## config.mk

```make
export PLATFORM = sky130hd
export DESIGN_NAME = ex_alu_mdu
export DESIGN_NICKNAME = d
export VERILOG_FILES = /design/src/rtl/ex_alu_mdu.sv
export SDC_FILE = /design/constraint.sdc
export NUM_CORES = 1
export LEC_CHECK = 0
export CAP_MARGIN = 20
export CORE_MARGIN = 2
export CORE_UTILIZATION = 58
export DETAILED_ROUTE_END_ITERATION = 8
export PLACE_DENSITY = 0.77
export SYNTH_ARGS = -nofsm -noshare
export SYNTH_HDL_FRONTEND = slang
export SYNTH_SLANG_ARGS = --single-unit
```

## constraint.sdc

```tcl
create_clock -name i_clk -period 13.25 [get_ports i_clk]
set_input_delay 1.9875 -clock i_clk [delete_from_list [all_inputs] [get_ports i_clk]]
set_output_delay 1.9875 -clock i_clk [all_outputs]
set_load 0.05 [all_outputs]
```

## src/rtl/ex_alu_mdu.sv

```systemverilog
// Execute-stage ALU with an iterative RV32M multiply/divide unit behind a valid/ready handshake.
// Single-cycle ops and divide special cases finish on the accept edge; MUL/DIV iterate XLEN cycles.
module ex_alu_mdu #(
  parameter int XLEN   = 32,
  parameter bit MUL_EN = 1'b1,
  parameter bit DIV_EN = 1'b1
) (
  input  logic            i_clk,
  input  logic            i_reset,
  input  logic            i_flush,
  input  logic            i_valid,
  output logic            o_ready,
  input  logic [4:0]      i_op,
  input  logic [XLEN-1:0] i_a,
  input  logic [XLEN-1:0] i_b,
  output logic            o_valid,
  input  logic            i_ready,
  output logic [XLEN-1:0] o_result,
  output logic            o_illegal
);

  localparam int SW = $clog2(XLEN);

  localparam logic [4:0] OP_ADD = 5'd0,  OP_SUB = 5'd1,  OP_SLL = 5'd2,  OP_SLT = 5'd3;
  localparam logic [4:0] OP_SLTU = 5'd4, OP_XOR = 5'd5,  OP_SRL = 5'd6,  OP_SRA = 5'd7;
  localparam logic [4:0] OP_OR = 5'd8,   OP_AND = 5'd9,  OP_MUL = 5'd10, OP_MULH = 5'd11;
  localparam logic [4:0] OP_MULHSU = 5'd12, OP_MULHU = 5'd13, OP_DIV = 5'd14, OP_DIVU = 5'd15;
  localparam logic [4:0] OP_REM = 5'd16, OP_REMU = 5'd17;

  typedef enum logic [1:0] {IDLE, MUL, DIV, DONE} state_e;

  state_e            state_q, state_d;
  logic [SW-1:0]     cnt_q, cnt_d;
  logic [XLEN-1:0]   opnd_q, opnd_d;
  logic [2*XLEN-1:0] prod_q, prod_d;
  logic              neg_q, neg_d;
  logic              sel_q, sel_d;
  logic [XLEN-1:0]   result_q, result_d;
  logic              illegal_q, illegal_d;

  logic              accept;
  logic              isAlu, isMulOp, isDivOp, illegalOp;
  logic              isRem, divSigned, sA, sB;
  logic              divByZero, divOvf;
  logic [XLEN-1:0]   magA, magB, aluRes;
  logic [SW-1:0]     shamt;
  logic [XLEN:0]     mulSum, divShift, divDiff;
  logic [2*XLEN-1:0] mulNext, mulFinal, divNext;
  logic [XLEN-1:0]   divPick, divFinal;
  logic              divFits, lastIter;

  assign o_ready   = (state_q == IDLE) || ((state_q == DONE) && i_ready);
  assign o_valid   = (state_q == DONE);
  assign o_result  = result_q;
  assign o_illegal = illegal_q;
  assign accept    = i_valid && o_ready;

  assign isAlu     = (i_op <= OP_AND);
  assign isMulOp   = (i_op >= OP_MUL) && (i_op <= OP_MULHU);
  assign isDivOp   = (i_op >= OP_DIV) && (i_op <= OP_REMU);
  assign illegalOp = !(isAlu || (isMulOp && MUL_EN) || (isDivOp && DIV_EN));
  assign isRem     = (i_op == OP_REM) || (i_op == OP_REMU);
  assign divSigned = (i_op == OP_DIV) || (i_op == OP_REM);

  // Operand signs follow each op's signedness; MULHSU treats B as unsigned.
  assign sA = i_a[XLEN-1] && (isMulOp ? (i_op != OP_MULHU) : divSigned);
  assign sB = i_b[XLEN-1] && (isMulOp ? ((i_op == OP_MUL) || (i_op == OP_MULH)) : divSigned);
  assign magA = sA ? (~i_a + 1'b1) : i_a;
  assign magB = sB ? (~i_b + 1'b1) : i_b;

  assign divByZero = (i_b == '0);
  assign divOvf    = divSigned && (i_a == {1'b1, {(XLEN-1){1'b0}}}) && (i_b == '1);

  assign shamt = i_b[SW-1:0];

  always_comb begin
    aluRes = '0;
    case (i_op)
      OP_ADD:  aluRes = i_a + i_b;
      OP_SUB:  aluRes = i_a - i_b;
      OP_SLL:  aluRes = i_a << shamt;
      OP_SLT:  aluRes = {{(XLEN-1){1'b0}}, $signed(i_a) < $signed(i_b)};
      OP_SLTU: aluRes = {{(XLEN-1){1'b0}}, i_a < i_b};
      OP_XOR:  aluRes = i_a ^ i_b;
      OP_SRL:  aluRes = i_a >> shamt;
      OP_SRA:  aluRes = $unsigned($signed(i_a) >>> shamt);
      OP_OR:   aluRes = i_a | i_b;
      OP_AND:  aluRes = i_a & i_b;
      default: aluRes = '0;
    endcase
  end

  // Shift-add: multiplier sits in the low half and shifts out as the partial product grows.
  assign mulSum   = {1'b0, prod_q[2*XLEN-1:XLEN]} + {1'b0, (prod_q[0] ? opnd_q : {XLEN{1'b0}})};
  assign mulNext  = {mulSum, prod_q[XLEN-1:1]};
  assign mulFinal = neg_q ? (~mulNext + 1'b1) : mulNext;

  // Restoring divide: upper half is the partial remainder, lower half shifts dividend into quotient.
  assign divShift = prod_q[2*XLEN-1:XLEN-1];
  assign divDiff  = divShift - {1'b0, opnd_q};
  assign divFits  = !divDiff[XLEN];
  assign divNext  = {(divFits ? divDiff[XLEN-1:0] : divShift[XLEN-1:0]), prod_q[XLEN-2:0], divFits};
  assign divPick  = sel_q ? divNext[2*XLEN-1:XLEN] : divNext[XLEN-1:0];
  assign divFinal = neg_q ? (~divPick + 1'b1) : divPick;

  assign lastIter = (cnt_q == SW'(XLEN-1));

  always_comb begin
    state_d   = state_q;
    cnt_d     = cnt_q;
    opnd_d    = opnd_q;
    prod_d    = prod_q;
    neg_d     = neg_q;
    sel_d     = sel_q;
    result_d  = result_q;
    illegal_d = illegal_q;

    case (state_q)
      MUL: begin
        prod_d = mulNext;
        cnt_d  = cnt_q + SW'(1);
        if (lastIter) begin
          result_d  = sel_q ? mulFinal[2*XLEN-1:XLEN] : mulFinal[XLEN-1:0];
          illegal_d = 1'b0;
          cnt_d     = '0;
          state_d   = DONE;
        end
      end
      DIV: begin
        prod_d = divNext;
        cnt_d  = cnt_q + SW'(1);
        if (lastIter) begin
          result_d  = divFinal;
          illegal_d = 1'b0;
          cnt_d     = '0;
          state_d   = DONE;
        end
      end
      DONE:    if (i_ready) state_d = IDLE;
      default: ;
    endcase

    if (accept) begin
      illegal_d = 1'b0;
      cnt_d     = '0;
      state_d   = DONE;
      if (illegalOp) begin
        result_d  = '0;
        illegal_d = 1'b1;
      end else if (isMulOp) begin
        opnd_d  = magA;
        prod_d  = {{XLEN{1'b0}}, magB};
        neg_d   = sA ^ sB;
        sel_d   = (i_op != OP_MUL);
        state_d = MUL;
      end else if (isDivOp) begin
        if (divByZero) begin
          result_d = isRem ? i_a : '1;
        end else if (divOvf) begin
          result_d = isRem ? '0 : i_a;
        end else begin
          opnd_d  = magB;
          prod_d  = {{XLEN{1'b0}}, magA};
          neg_d   = isRem ? sA : (sA ^ sB);
          sel_d   = isRem;
          state_d = DIV;
        end
      end else begin
        result_d = aluRes;
      end
    end

    if (i_flush) begin
      state_d = IDLE;
      cnt_d   = '0;
    end
  end

  always_ff @(posedge i_clk) begin
    if (i_reset) begin
      state_q   <= IDLE;
      cnt_q     <= '0;
      opnd_q    <= '0;
      prod_q    <= '0;
      neg_q     <= 1'b0;
      sel_q     <= 1'b0;
      result_q  <= '0;
      illegal_q <= 1'b0;
    end else begin
      state_q   <= state_d;
      cnt_q     <= cnt_d;
      opnd_q    <= opnd_d;
      prod_q    <= prod_d;
      neg_q     <= neg_d;
      sel_q     <= sel_d;
      result_q  <= result_d;
      illegal_q <= illegal_d;
    end
  end

endmodule

```

==> results.sh <==
export IMPL_leakagePower_nw=9.68
export IMPL_finalCritPeriodShare=0.553
export IMPL_die_w_um=207
export IMPL_routabilityCongestion=1.12
export IMPL_wire_per_inst_um=28.4
export IMPL_worst_setup_path_type="in -> reg"
export IMPL_syn2layout_area_growth_pct=7.02
export IMPL_violations="design-rule violations"
export IMPL_path_cells="buf_4 -> inv_1 -> ha_1 -> nand2_1 -> or4_1 -> or3_1 -> or3_1 -> or4_1 -> or3_4 -> nor4_4 -> or2_1 -> buf_4 -> nand2_4 -> nand2_1 -> o21ai_0 -> a2111oi_0"
export IMPL_remaining_drc_errors=17
export IMPL_rows=74
export IMPL_root_buffer="clkbuf_16"
export IMPL_synth_area_top_cells="dfxtp_1 12%, ha_1 9.0%, o21ai_0 7.5%, nand2_1 6.8%, a21oi_1 6.6%"
export IMPL_synth_adder_area_share=0.0929
export IMPL_skew_ns=0.0107
export IMPL_setup_viol=0
export IMPL_ctsHtreeMaxLevel=4
export IMPL_status="finished, violations left"
export IMPL_clk_path_buf_depth=2
export IMPL_cp_end_kind="flip-flop"
export IMPL_crit_slowest_cell="nand2_1"
export IMPL_fin_util=0.627
export IMPL_syn_instance_count=3593
export IMPL_initial_core_util=0.586
export IMPL_clock_sinks=138
export IMPL_synth_most_common_cell="nand2_1"
export IMPL_async_flop_share=0
export IMPL_cp_arrival_ns=7.67
export IMPL_clock_fmax_mhz=136
export IMPL_first_pass_iters=9
export IMPL_layout_nets=3751
export IMPL_worstHoldPathType="reg -> reg"
export IMPL_synthFlopType="dfxtp_1"
export IMPL_cts_resized=0
export IMPL_synth_compound_area_frac=0.357
export IMPL_final_cell_area_mm2=0.0256
export IMPL_antenna_found_initial=7
export IMPL_synthTopCellsByCount="432 x nand2_1, 359 x o21ai_0, 330 x nor2_1"
export IMPL_yosysWarnings=0
export IMPL_slew_viol_final=0
export IMPL_io_pin_count=109
export IMPL_cts_hold_buf=0
export IMPL_period_needed_ns=7.33
export IMPL_final_setup_tns_ns=0
export IMPL_cts_buffers=17
export IMPL_ir_worst_vdd_mv=0.0963
export IMPL_synth_top_cell_by_area="dfxtp_1"
export IMPL_synth_top_family_by_area="compound AO/OA/AOI/OAI gates"
export IMPL_synth_xor_area_share=0.0700
export IMPL_core_area_mm2=0.0407
export IMPL_place_area_mm2=0.0250
export IMPL_dp_hpwl_um=87200
export IMPL_post_cts_buffers=0
export IMPL_hold_ws_ns=0.512
export IMPL_hold_viol=0
export IMPL_required_ns=13.59
export IMPL_ys_ff_latch=138
export IMPL_port_buffers=108
export IMPL_die_y_um=207
export IMPL_grt_pass1_wl_um=169000
export IMPL_slowest_delay_ns=0.61
export IMPL_syn_num_nets=3842
export IMPL_layout_drive_gt1_share=0.0546
export IMPL_muxShareOfSynthArea=0.0525
export IMPL_drt_initial_drc_count=5147
export IMPL_grt_pass1_vias=27718
export IMPL_crit_fanout=39
export IMPL_cts_tree="done"
export IMPL_yosys_area_share_simple=0.237
export IMPL_ant_nets=0
export IMPL_gr_total_overflow=0
export IMPL_p_per_area_mw_per_mm2=99.6
export IMPL_syn_area_mm2=0.0239
export IMPL_path_clk_slew_ns=0.06
export IMPL_yosysTopAreaCellShare=0.116
export IMPL_via_per_inst=7.40
export IMPL_grt_max_degree=95
export IMPL_synth_edff_count=0
export IMPL_worstSkewPairLatency_ns=0.46
export IMPL_tightest_slew_ns=1.20
export IMPL_slew_headroom=0.199
export IMPL_rsz0062_at_grt="false"
export IMPL_grt_total_usage=0.521
export IMPL_vias=29951
export IMPL_startpoint_type="primary input"
export IMPL_ys_types=100
export IMPL_synth_avg_cell_area_um2=6.65
export IMPL_dieArea_mm2=0.0428
export IMPL_seq_area_frac_synth=0.116
export IMPL_wirelength_um=115000
export IMPL_maxCapViolations=0
## power by group
group          total (mW)  switching, mW  internal [mW]  leakage [nW]
Sequential          0.520         0.0674          0.453          1.13
Clock               0.461          0.195          0.266         0.252
Combinational        1.56           1.05          0.519          8.29
## metal layers
metal | wire, um | global-route usage
met5 | 59 | 0
met4 | 11600 | 0.426
met3 | 16300 | 0.170
met2 | 47600 | 0.786
met1 | 39600 | 0.602
## stage by stage
step	cells	worst slack, ns	power (mW)
floorplan	3593	6.31	1.52
global placement	4009	5.75	1.95
detailed placement	4012	5.61	1.98
CTS	4043	6.06	2.44
global route	4047	5.73	2.63
finish	4048	5.92	2.54
## cells by family after synthesis
| family | after synthesis |
|---|---|
| buffers and inverters | 438 |
| DFF | 138 |
| AOI/OAI and AO/OA | 1324 |
| adders and majority gates | 175 |
| and+or+nand+nor | 1214 |
| xor gates and xnor gates | 191 |
| muxes | 113 |
## layout make-up
type	count	area, um2
fillers	3759	15200
flip-flops and latches	138	2770
clock buffers	24	472
multi-input cells	3017	19400
repair buffers	171	1580
diodes	2	5.00
well taps	532	666
clock inverters	7	70.1
inverters	157	589
## critical path, delay by kind of cell
family	cells	cell delay, ns
AO/OA/AOI/OAI	2	0.52
buffers and inverters	3	0.94
adder cells (fa/ha/maj)	1	0.24
AND/OR/NAND/NOR	10	3.93
## cells in the final DEF (no fill, tap or decap), types with 95 or more instances in the layout
cell             count
a21oi_1            315
clkdlybuf4s50_1    101
dfxtp_1            136
ha_1               168
inv_1              153
mux2i_1             95
nand2_1            432
nor2_1             326
o21ai_0            359
xnor2_1            145
## flip-flops by register name (all words and copies together), names as in the netlist
register   count
prod_q        64
opnd_q        32
o_result      32
state_q        2
sel_q          1
cnt_q          5
neg_q          1
o_illegal      1
## path summary, 6_finish.rpt
check | from | end | slack, ns | cells past startpoint
worst max-delay path | i_b[1] | o_result[19] | 5.92 | 16
worst min register to register | opnd_q[27] | opnd_q[27] | 0.51 | 2
worst max register to register | prod_q[31] | o_result[21] | 6.90 | 19
worst min-delay path | opnd_q[27] | opnd_q[27] | 0.51 | 2
Note: power is estimated with default switching activity, not from simulation.
